**config.mk**
```make
export PLATFORM = sky130hd
export DESIGN_NAME = flash_arbiter_flat
export DESIGN_NICKNAME = d
export VERILOG_FILES = /design/src/rtl/flash_arbiter_pkg.sv /design/src/rtl/flash_arbiter_if.sv /design/src/rtl/flash_arbiter_cache.sv /design/src/rtl/flash_arbiter.sv /design/src/flat_wrapper.sv
export SDC_FILE = /design/constraint.sdc
export NUM_CORES = 1
export LEC_CHECK = 0
export CAP_MARGIN = 20
export CORE_UTILIZATION = 40
export CTS_BUF_LIST = sky130_fd_sc_hd__clkbuf_16
export CTS_CLUSTER_SIZE = 24
export DETAILED_ROUTE_END_ITERATION = 8
export PLACE_DENSITY = 0.77
export SYNTH_ARGS = -nofsm -noshare
export SYNTH_HDL_FRONTEND = slang
export SYNTH_SLANG_ARGS = --single-unit
export TNS_END_PERCENT = 50
```
**constraint.sdc**
```tcl
create_clock -name clk -period 2.9 [get_ports clk]
set_input_delay 0.58 -clock clk [delete_from_list [all_inputs] [get_ports clk]]
set_output_delay 0.58 -clock clk [all_outputs]
set_load 0.01 [all_outputs]
```
**src/rtl/flash_arbiter_pkg.sv**
```systemverilog
// flash_arbiter_pkg
// Shared types and constants for the flash arbiter slice.
//   state_t       : arbiter FSM encoding (IDLE, BUSY, DONE)
//   GRANT_CPU/AUX : value held in the grant register / grant_aux output
//   FLASH_ADDR_W  : flash byte address width
//   DATA_W        : flash read data width
package flash_arbiter_pkg;

    localparam int FLASH_ADDR_W = 24;
    localparam int DATA_W       = 32;

    typedef enum logic [1:0] {
        IDLE = 2'd0,
        BUSY = 2'd1,
        DONE = 2'd2
    } state_t;

    localparam logic GRANT_CPU = 1'b0;
    localparam logic GRANT_AUX = 1'b1;

    // A cached 32-bit word also satisfies a 16-bit request; a cached
    // 16-bit result cannot satisfy a 32-bit request.
    function automatic logic size_covers(input logic cached_size, input logic req_size);
        return cached_size | ~req_size;
    endfunction

endpackage

```
**src/rtl/flash_arbiter_if.sv**
```systemverilog
// flash_arbiter_if
// Bundles both requester ports, the flash_reader port, the cache
// invalidate input and the grant_aux debug output.
//   slave  : arbiter side (takes requests, drives flash_reader)
//   master : environment side (requesters + flash_reader model)
interface flash_arbiter_if;
    import flash_arbiter_pkg::*;

    logic                    cpu_valid;
    logic [FLASH_ADDR_W-1:0] cpu_address;
    logic                    cpu_size;
    logic [DATA_W-1:0]       cpu_data;
    logic                    cpu_ready;

    logic                    aux_valid;
    logic [FLASH_ADDR_W-1:0] aux_address;
    logic                    aux_size;
    logic [DATA_W-1:0]       aux_data;
    logic                    aux_ready;

    logic                    cache_invalidate;

    logic                    flash_valid;
    logic [FLASH_ADDR_W-1:0] flash_address;
    logic                    flash_size;
    logic [DATA_W-1:0]       flash_data;
    logic                    flash_ready;

    logic                    grant_aux;

    modport slave (
        input  cpu_valid, cpu_address, cpu_size,
        output cpu_data, cpu_ready,
        input  aux_valid, aux_address, aux_size,
        output aux_data, aux_ready,
        input  cache_invalidate,
        output flash_valid, flash_address, flash_size,
        input  flash_data, flash_ready,
        output grant_aux
    );

    modport master (
        output cpu_valid, cpu_address, cpu_size,
        input  cpu_data, cpu_ready,
        output aux_valid, aux_address, aux_size,
        input  aux_data, aux_ready,
        output cache_invalidate,
        input  flash_valid, flash_address, flash_size,
        output flash_data, flash_ready,
        input  grant_aux
    );

endinterface

```
**src/rtl/flash_arbiter_cache.sv**
```systemverilog
// flash_arbiter_cache
// One-entry read result cache (tag = full byte address, size, data, valid).
// Only compiled when FLASH_ARBITER_CACHE_EN is defined.
//   clk, reset_n        : clock, async active-low reset (entry invalid)
//   invalidate_i        : clears the valid bit on the next edge, wins over fill
//   lookup_addr_i/size_i: request being arbitrated; hit_o/data_o combinational
//   fill_en_i/addr/size/data : completed flash read to store
`ifdef FLASH_ARBITER_CACHE_EN
module flash_arbiter_cache
    import flash_arbiter_pkg::*;
(
    input  logic                    clk,
    input  logic                    reset_n,
    input  logic                    invalidate_i,
    input  logic [FLASH_ADDR_W-1:0] lookup_addr_i,
    input  logic                    lookup_size_i,
    input  logic                    fill_en_i,
    input  logic [FLASH_ADDR_W-1:0] fill_addr_i,
    input  logic                    fill_size_i,
    input  logic [DATA_W-1:0]       fill_data_i,
    output logic                    hit_o,
    output logic [DATA_W-1:0]       data_o
);

    logic                    valid_q;
    logic [FLASH_ADDR_W-1:0] tag_q;
    logic                    size_q;
    logic [DATA_W-1:0]       data_q;

    // Hit detection for the request currently being arbitrated.
    always_comb begin
        hit_o = 1'b0;
        if (valid_q && (tag_q == lookup_addr_i) && size_covers(size_q, lookup_size_i)) begin
            hit_o = 1'b1;
        end else begin
            hit_o = 1'b0;
        end
    end

    assign data_o = data_q;

    // Entry storage: fill on every completed flash read, invalidate wins.
    always_ff @(posedge clk or negedge reset_n) begin
        if (!reset_n) begin
            valid_q <= 1'b0;
            tag_q   <= {FLASH_ADDR_W{1'b0}};
            size_q  <= 1'b0;
            data_q  <= {DATA_W{1'b0}};
        end else begin
            if (fill_en_i) begin
                tag_q  <= fill_addr_i;
                size_q <= fill_size_i;
                data_q <= fill_data_i;
            end
            if (invalidate_i) begin
                valid_q <= 1'b0;
            end else if (fill_en_i) begin
                valid_q <= 1'b1;
            end else begin
                valid_q <= valid_q;
            end
        end
    end

endmodule
`endif

```
**src/rtl/flash_arbiter.sv**
```systemverilog
// flash_arbiter
// Shares one flash_reader between the CPU (priority) and an aux master.
// One flash transaction at a time: IDLE arbitrates, BUSY holds flash_valid
// until flash_ready, DONE issues a one-cycle ready to the granted requester.
// CPU_BURST_MAX bounds consecutive CPU grants while aux is waiting.
// Optional macro FLASH_ARBITER_CACHE_EN adds a one-entry result cache.
// Ports:
//   clk, reset_n : clock, async active-low reset (all outputs 0)
//   bus          : flash_arbiter_if.slave (cpu_*, aux_*, flash_*,
//                  cache_invalidate, grant_aux)
module flash_arbiter
    import flash_arbiter_pkg::*;
#(
    parameter int unsigned CPU_BURST_MAX = 4
)
(
    input  logic              clk,
    input  logic              reset_n,
    flash_arbiter_if.slave    bus
);

    localparam logic [3:0] BURST_LIMIT = 4'(CPU_BURST_MAX);

    state_t                  state_q;
    logic [3:0]              burst_q;
    logic [3:0]              burst_d;
    logic                    grant_q;
    logic                    drop_q;
    logic                    flash_valid_q;
    logic [FLASH_ADDR_W-1:0] flash_address_q;
    logic                    flash_size_q;
    logic [DATA_W-1:0]       cpu_data_q;
    logic [DATA_W-1:0]       aux_data_q;
    logic                    cpu_ready_q;
    logic                    aux_ready_q;

    logic                    pick_aux_s;
    logic                    req_any_s;
    logic [FLASH_ADDR_W-1:0] req_addr_s;
    logic                    req_size_s;
    logic                    gnt_valid_s;
    logic                    hit_s;
    logic [DATA_W-1:0]       hit_data_s;

    // Winner selection: CPU unless aux waits and the CPU burst is used up.
    always_comb begin
        pick_aux_s = 1'b0;
        if (bus.aux_valid && (!bus.cpu_valid || (burst_q == BURST_LIMIT))) begin
            pick_aux_s = 1'b1;
        end else begin
            pick_aux_s = 1'b0;
        end
    end

    assign req_any_s   = bus.cpu_valid | bus.aux_valid;
    assign req_addr_s  = pick_aux_s ? bus.aux_address : bus.cpu_address;
    assign req_size_s  = pick_aux_s ? bus.aux_size    : bus.cpu_size;
    assign gnt_valid_s = (grant_q == GRANT_AUX) ? bus.aux_valid : bus.cpu_valid;

    // Burst counter update for an IDLE cycle (only counts while aux waits).
    always_comb begin
        burst_d = burst_q;
        if (!bus.aux_valid || pick_aux_s) begin
            burst_d = 4'd0;
        end else if (burst_q != 4'hF) begin
            burst_d = burst_q + 4'd1;
        end else begin
            burst_d = burst_q;
        end
    end

`ifdef FLASH_ARBITER_CACHE_EN
    logic fill_en_s;
    assign fill_en_s = (state_q == BUSY) && bus.flash_ready;

    flash_arbiter_cache u_cache (
        .clk           (clk),
        .reset_n       (reset_n),
        .invalidate_i  (bus.cache_invalidate),
        .lookup_addr_i (req_addr_s),
        .lookup_size_i (req_size_s),
        .fill_en_i     (fill_en_s),
        .fill_addr_i   (flash_address_q),
        .fill_size_i   (flash_size_q),
        .fill_data_i   (bus.flash_data),
        .hit_o         (hit_s),
        .data_o        (hit_data_s)
    );
`else
    logic unused_cache_s;
    assign unused_cache_s = bus.cache_invalidate;
    assign hit_s          = 1'b0;
    assign hit_data_s     = {DATA_W{1'b0}};
`endif

    // Arbiter FSM with all outputs registered.
    always_ff @(posedge clk or negedge reset_n) begin
        if (!reset_n) begin
            state_q         <= IDLE;
            burst_q         <= 4'd0;
            grant_q         <= GRANT_CPU;
            drop_q          <= 1'b0;
            flash_valid_q   <= 1'b0;
            flash_address_q <= {FLASH_ADDR_W{1'b0}};
            flash_size_q    <= 1'b0;
            cpu_data_q      <= {DATA_W{1'b0}};
            aux_data_q      <= {DATA_W{1'b0}};
            cpu_ready_q     <= 1'b0;
            aux_ready_q     <= 1'b0;
        end else begin
            case (state_q)
                IDLE: begin
                    burst_q <= burst_d;
                    if (req_any_s) begin
                        grant_q <= pick_aux_s;
                        drop_q  <= 1'b0;
                        if (hit_s) begin
                            // Cache hit: skip flash entirely.
                            state_q <= DONE;
                            if (pick_aux_s) begin
                                aux_data_q  <= hit_data_s;
                                aux_ready_q <= 1'b1;
                            end else begin
                                cpu_data_q  <= hit_data_s;
                                cpu_ready_q <= 1'b1;
                            end
                        end else begin
                            flash_address_q <= req_addr_s;
                            flash_size_q    <= req_size_s;
                            flash_valid_q   <= 1'b1;
                            state_q         <= BUSY;
                        end
                    end else begin
                        state_q <= IDLE;
                    end
                end
                BUSY: begin
                    // Remember if the owner let go at any point; its result is then dropped.
                    if (!gnt_valid_s) begin
                        drop_q <= 1'b1;
                    end else begin
                        drop_q <= drop_q;
                    end
                    if (bus.flash_ready) begin
                        flash_valid_q <= 1'b0;
                        state_q       <= DONE;
                        if (!drop_q && gnt_valid_s) begin
                            if (grant_q == GRANT_AUX) begin
                                aux_data_q  <= bus.flash_data;
                                aux_ready_q <= 1'b1;
                            end else begin
                                cpu_data_q  <= bus.flash_data;
                                cpu_ready_q <= 1'b1;
                            end
                        end else begin
                            cpu_ready_q <= 1'b0;
                            aux_ready_q <= 1'b0;
                        end
                    end else begin
                        state_q <= BUSY;
                    end
                end
                DONE: begin
                    cpu_ready_q <= 1'b0;
                    aux_ready_q <= 1'b0;
                    state_q     <= IDLE;
                end
                default: begin
                    state_q       <= IDLE;
                    flash_valid_q <= 1'b0;
                    cpu_ready_q   <= 1'b0;
                    aux_ready_q   <= 1'b0;
                end
            endcase
        end
    end

    assign bus.flash_valid   = flash_valid_q;
    assign bus.flash_address = flash_address_q;
    assign bus.flash_size    = flash_size_q;
    assign bus.cpu_data      = cpu_data_q;
    assign bus.cpu_ready     = cpu_ready_q;
    assign bus.aux_data      = aux_data_q;
    assign bus.aux_ready     = aux_ready_q;
    assign bus.grant_aux     = grant_q;

endmodule

```
**src/flat_wrapper.sv**
```systemverilog
// flat-port wrapper written by rule: the top's interface ports become plain ports
module flash_arbiter_flat import flash_arbiter_pkg::*;
#(
    parameter int unsigned CPU_BURST_MAX = 4
)
  (clk, reset_n, bus_cpu_valid, bus_cpu_address, bus_cpu_size, bus_cpu_data, bus_cpu_ready, bus_aux_valid, bus_aux_address, bus_aux_size, bus_aux_data, bus_aux_ready, bus_cache_invalidate, bus_flash_valid, bus_flash_address, bus_flash_size, bus_flash_data, bus_flash_ready, bus_grant_aux);
  flash_arbiter_if bus_i ();
  input  logic clk;
  input  logic reset_n;
  input wire logic [$bits(bus_i.cpu_valid)-1:0] bus_cpu_valid;
  input wire logic [$bits(bus_i.cpu_address)-1:0] bus_cpu_address;
  input wire logic [$bits(bus_i.cpu_size)-1:0] bus_cpu_size;
  output wire logic [$bits(bus_i.cpu_data)-1:0] bus_cpu_data;
  output wire logic [$bits(bus_i.cpu_ready)-1:0] bus_cpu_ready;
  input wire logic [$bits(bus_i.aux_valid)-1:0] bus_aux_valid;
  input wire logic [$bits(bus_i.aux_address)-1:0] bus_aux_address;
  input wire logic [$bits(bus_i.aux_size)-1:0] bus_aux_size;
  output wire logic [$bits(bus_i.aux_data)-1:0] bus_aux_data;
  output wire logic [$bits(bus_i.aux_ready)-1:0] bus_aux_ready;
  input wire logic [$bits(bus_i.cache_invalidate)-1:0] bus_cache_invalidate;
  output wire logic [$bits(bus_i.flash_valid)-1:0] bus_flash_valid;
  output wire logic [$bits(bus_i.flash_address)-1:0] bus_flash_address;
  output wire logic [$bits(bus_i.flash_size)-1:0] bus_flash_size;
  input wire logic [$bits(bus_i.flash_data)-1:0] bus_flash_data;
  input wire logic [$bits(bus_i.flash_ready)-1:0] bus_flash_ready;
  output wire logic [$bits(bus_i.grant_aux)-1:0] bus_grant_aux;
  assign bus_i.cpu_valid = bus_cpu_valid;
  assign bus_i.cpu_address = bus_cpu_address;
  assign bus_i.cpu_size = bus_cpu_size;
  assign bus_cpu_data = bus_i.cpu_data;
  assign bus_cpu_ready = bus_i.cpu_ready;
  assign bus_i.aux_valid = bus_aux_valid;
  assign bus_i.aux_address = bus_aux_address;
  assign bus_i.aux_size = bus_aux_size;
  assign bus_aux_data = bus_i.aux_data;
  assign bus_aux_ready = bus_i.aux_ready;
  assign bus_i.cache_invalidate = bus_cache_invalidate;
  assign bus_flash_valid = bus_i.flash_valid;
  assign bus_flash_address = bus_i.flash_address;
  assign bus_flash_size = bus_i.flash_size;
  assign bus_i.flash_data = bus_flash_data;
  assign bus_i.flash_ready = bus_flash_ready;
  assign bus_grant_aux = bus_i.grant_aux;
  flash_arbiter #(.CPU_BURST_MAX(CPU_BURST_MAX)) u_core (.clk(clk), .reset_n(reset_n), .bus(bus_i));
endmodule
```
==> metrics.txt <==
clock root buffer clkbuf_16; number of synthesized flops with an enable pin 0; Slew Viols, Final 0; antenna-violating nets left 0; Req. time, crit path 3.15 ns; drt total wl roughly 9.7 mm; die area 10700 sq um; max layer used met4; fillers roughly 770; Worst Setup SP bus_aux_valid; CP Capture Type flip-flop; Hold Path Class in2async; # DRC 0; Final Hold Fails 0; Reg clk slew, reported paths ~0.070 ns; htree depth 3; crit path DAT 2.29 ns; global route overflow 0; total power per unit cell area between 900 and 1000 nW/um^2; Die X 103 microns; # clock sinks 100; DP Wirelength just under 7 mm; max_cap viols 0; Lkg Pwr roughly 0.0028 uW; Metal-1 WL ~4 mm; share of cells above drive strength 1 0.178; Period Utilization, post-route 0.701; First-pass DRT Iterations 4; Max Freq 492 MHz; met3 wire len roughly 750 microns; vias in the first global route around 3200; # hold bufs at CTS 0; Final Setup Violations 0; YS warnings 0; gp weighted congestion 0.741; r2r worst-path depth 7; wire length of the first global-routing pass 15.2 mm; Via-to-Cell Ratio between 4 and 5; asr flop ratio synth 1.00; post-synthesis sequential area ratio 0.611; Die H a little over 100 microns; crit path to u_core.bus.flash_address[10]; Clk Latency, worst-skew pair between 0.3 and 0.4 ns; Post-layout nets 603; CTS max path bufs 2; Critical R2R Launch u_core.burst_q[0]; max_slew headroom 0.625; final worst path period need approximately 2.0 ns; number of buffers created by CTS 9; Iter 0 DRT Violations 142; post-synth design cell area roughly 4000 sq um; routed length per instance 14.9 microns; Worst VDD drop between 0.0004 and 0.0005 V; number of synthesized register bits 100; Crit Path Max Fanout 15; RSZ-0062 raised after global routing false; worst clock skew ~0.0099 ns; library cells used by synthesis 32; Crit Path Category in2reg; Synth Area per Inst approximately 12 sq um; WL met2 around 4.8 mm; total setup buffers inserted after CTS 0; Initial Utilization 0.416; I/O Buffers about 180; setup tns final 0 ns; CTS resizes 0; synthesis-to-finish area growth 55.4%; row count 36; Startpoint Class input port; r2r setup slk ~1.1 ns; Post-Layout Cell Count between 600 and 700; top_reg_cell synth dfrtp_1; total chip power approximately 6400 uW; worst-margin pin slew ~0.56 ns; GRT Resource Usage Total 0.186; leading cell type in the layout, fill and taps excluded clkdlybuf4s50_1; r2r endpoint u_core.bus.flash_address[10]; I/O pin cnt 181; total instance count after detailed placement ~640; status finished, final reports clean; Placeable Area about 10000 sq um; highest-count cells in the layout ignoring fill and taps clkdlybuf4s50_1 (178), dfrtp_1 (100), mux2_2 (61), a21oi_1 (55), nand2_1 (35); initial antenna violation count 0; via count 3203; syn_nets approximately 420; largest net degree at the start of global routing between 50 and 60; CTS tree built; Inserted Diodes 0; cell count after synthesis roughly 330
[Yosys cell counts, types with 2 or more instances]
library cell,n,area (sq um)
a21oi_1,56,280
and3_1,2,12.5
buf_2,8,40.0
buf_4,2,15.0
buf_6,3,33.8
clkbuf_1,5,18.8
dfrtp_1,100,2500
ha_1,2,25.0
inv_1,5,18.8
mux2_1,4,45.0
mux2_2,61,687
nand2_1,35,131
nand3_1,3,15.0
nor2_1,27,101
o211ai_1,2,15.0
o21ai_0,3,15.0
[sequential cells by signal (all words and copies together), names as in the netlist]
register / flops
u_core.bus.aux_data: 32
u_core.bus.flash_address: 24
u_core.bus.flash_size: 1
u_core.bus.cpu_data: 32
u_core.bus.flash_valid: 1
u_core.bus.aux_ready: 1
u_core.state_q: 2
u_core.burst_q: 4
u_core.bus.cpu_ready: 1
u_core.bus.grant_aux: 1
u_core.drop_q: 1
[layout make-up]
class | instances | area [sq um] | area share
well taps | 133 | 166 | 0.0261
inverters | 5 | 18.8 | 0.00295
clock buffers | 9 | 225 | 0.0354
flip-flops and latches | 100 | 2500 | 0.393
repair buffers | 186 | 1880 | 0.295
multi-input cells | 211 | 1480 | 0.232
clock inverters | 7 | 98.8 | 0.0155
[worst max-delay path: stages]
cell and delay [ns]:
clkdlybuf4s50_1 0.57, inv_1 0.17, a21oi_2 0.42, buf_4 0.30, a21oi_1 0.09, a21oi_1 0.15
[report_power, final]
part | switching, uW | internal, uW | leakage, uW
combinational | 1090 | 1620 | 0.00138
clock | 521 | 762 | 0.000155
sequential | 346 | 2010 | 0.00123
total | 1960 | 4400 | 0.00276
[stage by stage]
step	worst slack (ns)	instance area [sq um]	hold WS, ns	utilization
global route	0.717	6370	0.277	0.646
finish	0.868	6370	0.229	0.646
detailed placement	0.519	6040	0.472	0.613
floorplan	1.17	4100	0.284	-
CTS	0.859	6370	0.251	0.646
global placement	0.546	6040	0.466	0.613
[worst min-delay path by stage]
| stage | start | end | slack (ns) |
|---|---|---|---|
| floorplan | reset_n | u_core.burst_q[0] | 0.28 |
| global placement | u_core.bus.aux_data[23] | u_core.bus.aux_data[23] | 0.47 |
| detailed placement | u_core.bus.flash_valid | u_core.bus.flash_valid | 0.47 |
| CTS | reset_n | u_core.bus.aux_data[27] | 0.25 |
| global route | reset_n | u_core.bus.aux_data[27] | 0.28 |
| finish | reset_n | u_core.bus.aux_data[27] | 0.23 |
[layer usage]
layer | global-route usage | vias up
li1 | - | 1518
met1 | 0.228 | 1567
met2 | 0.316 | 110
met3 | 0.0591 | 8
met4 | 0.0553 | 0
met5 | 0 | -
[cells by family after synthesis]
family	Yosys count	share of synthesized area
AND/OR/NAND/NOR	74	0.0800
AO/OA/AOI/OAI	70	0.0940
flip-flops	100	0.611
buffers and inverters	23	0.0308
adder cells (fa/ha/maj)	2	0.00610
multiplexers	65	0.179
No activity file was read; power rests on OpenSTA's default activity.
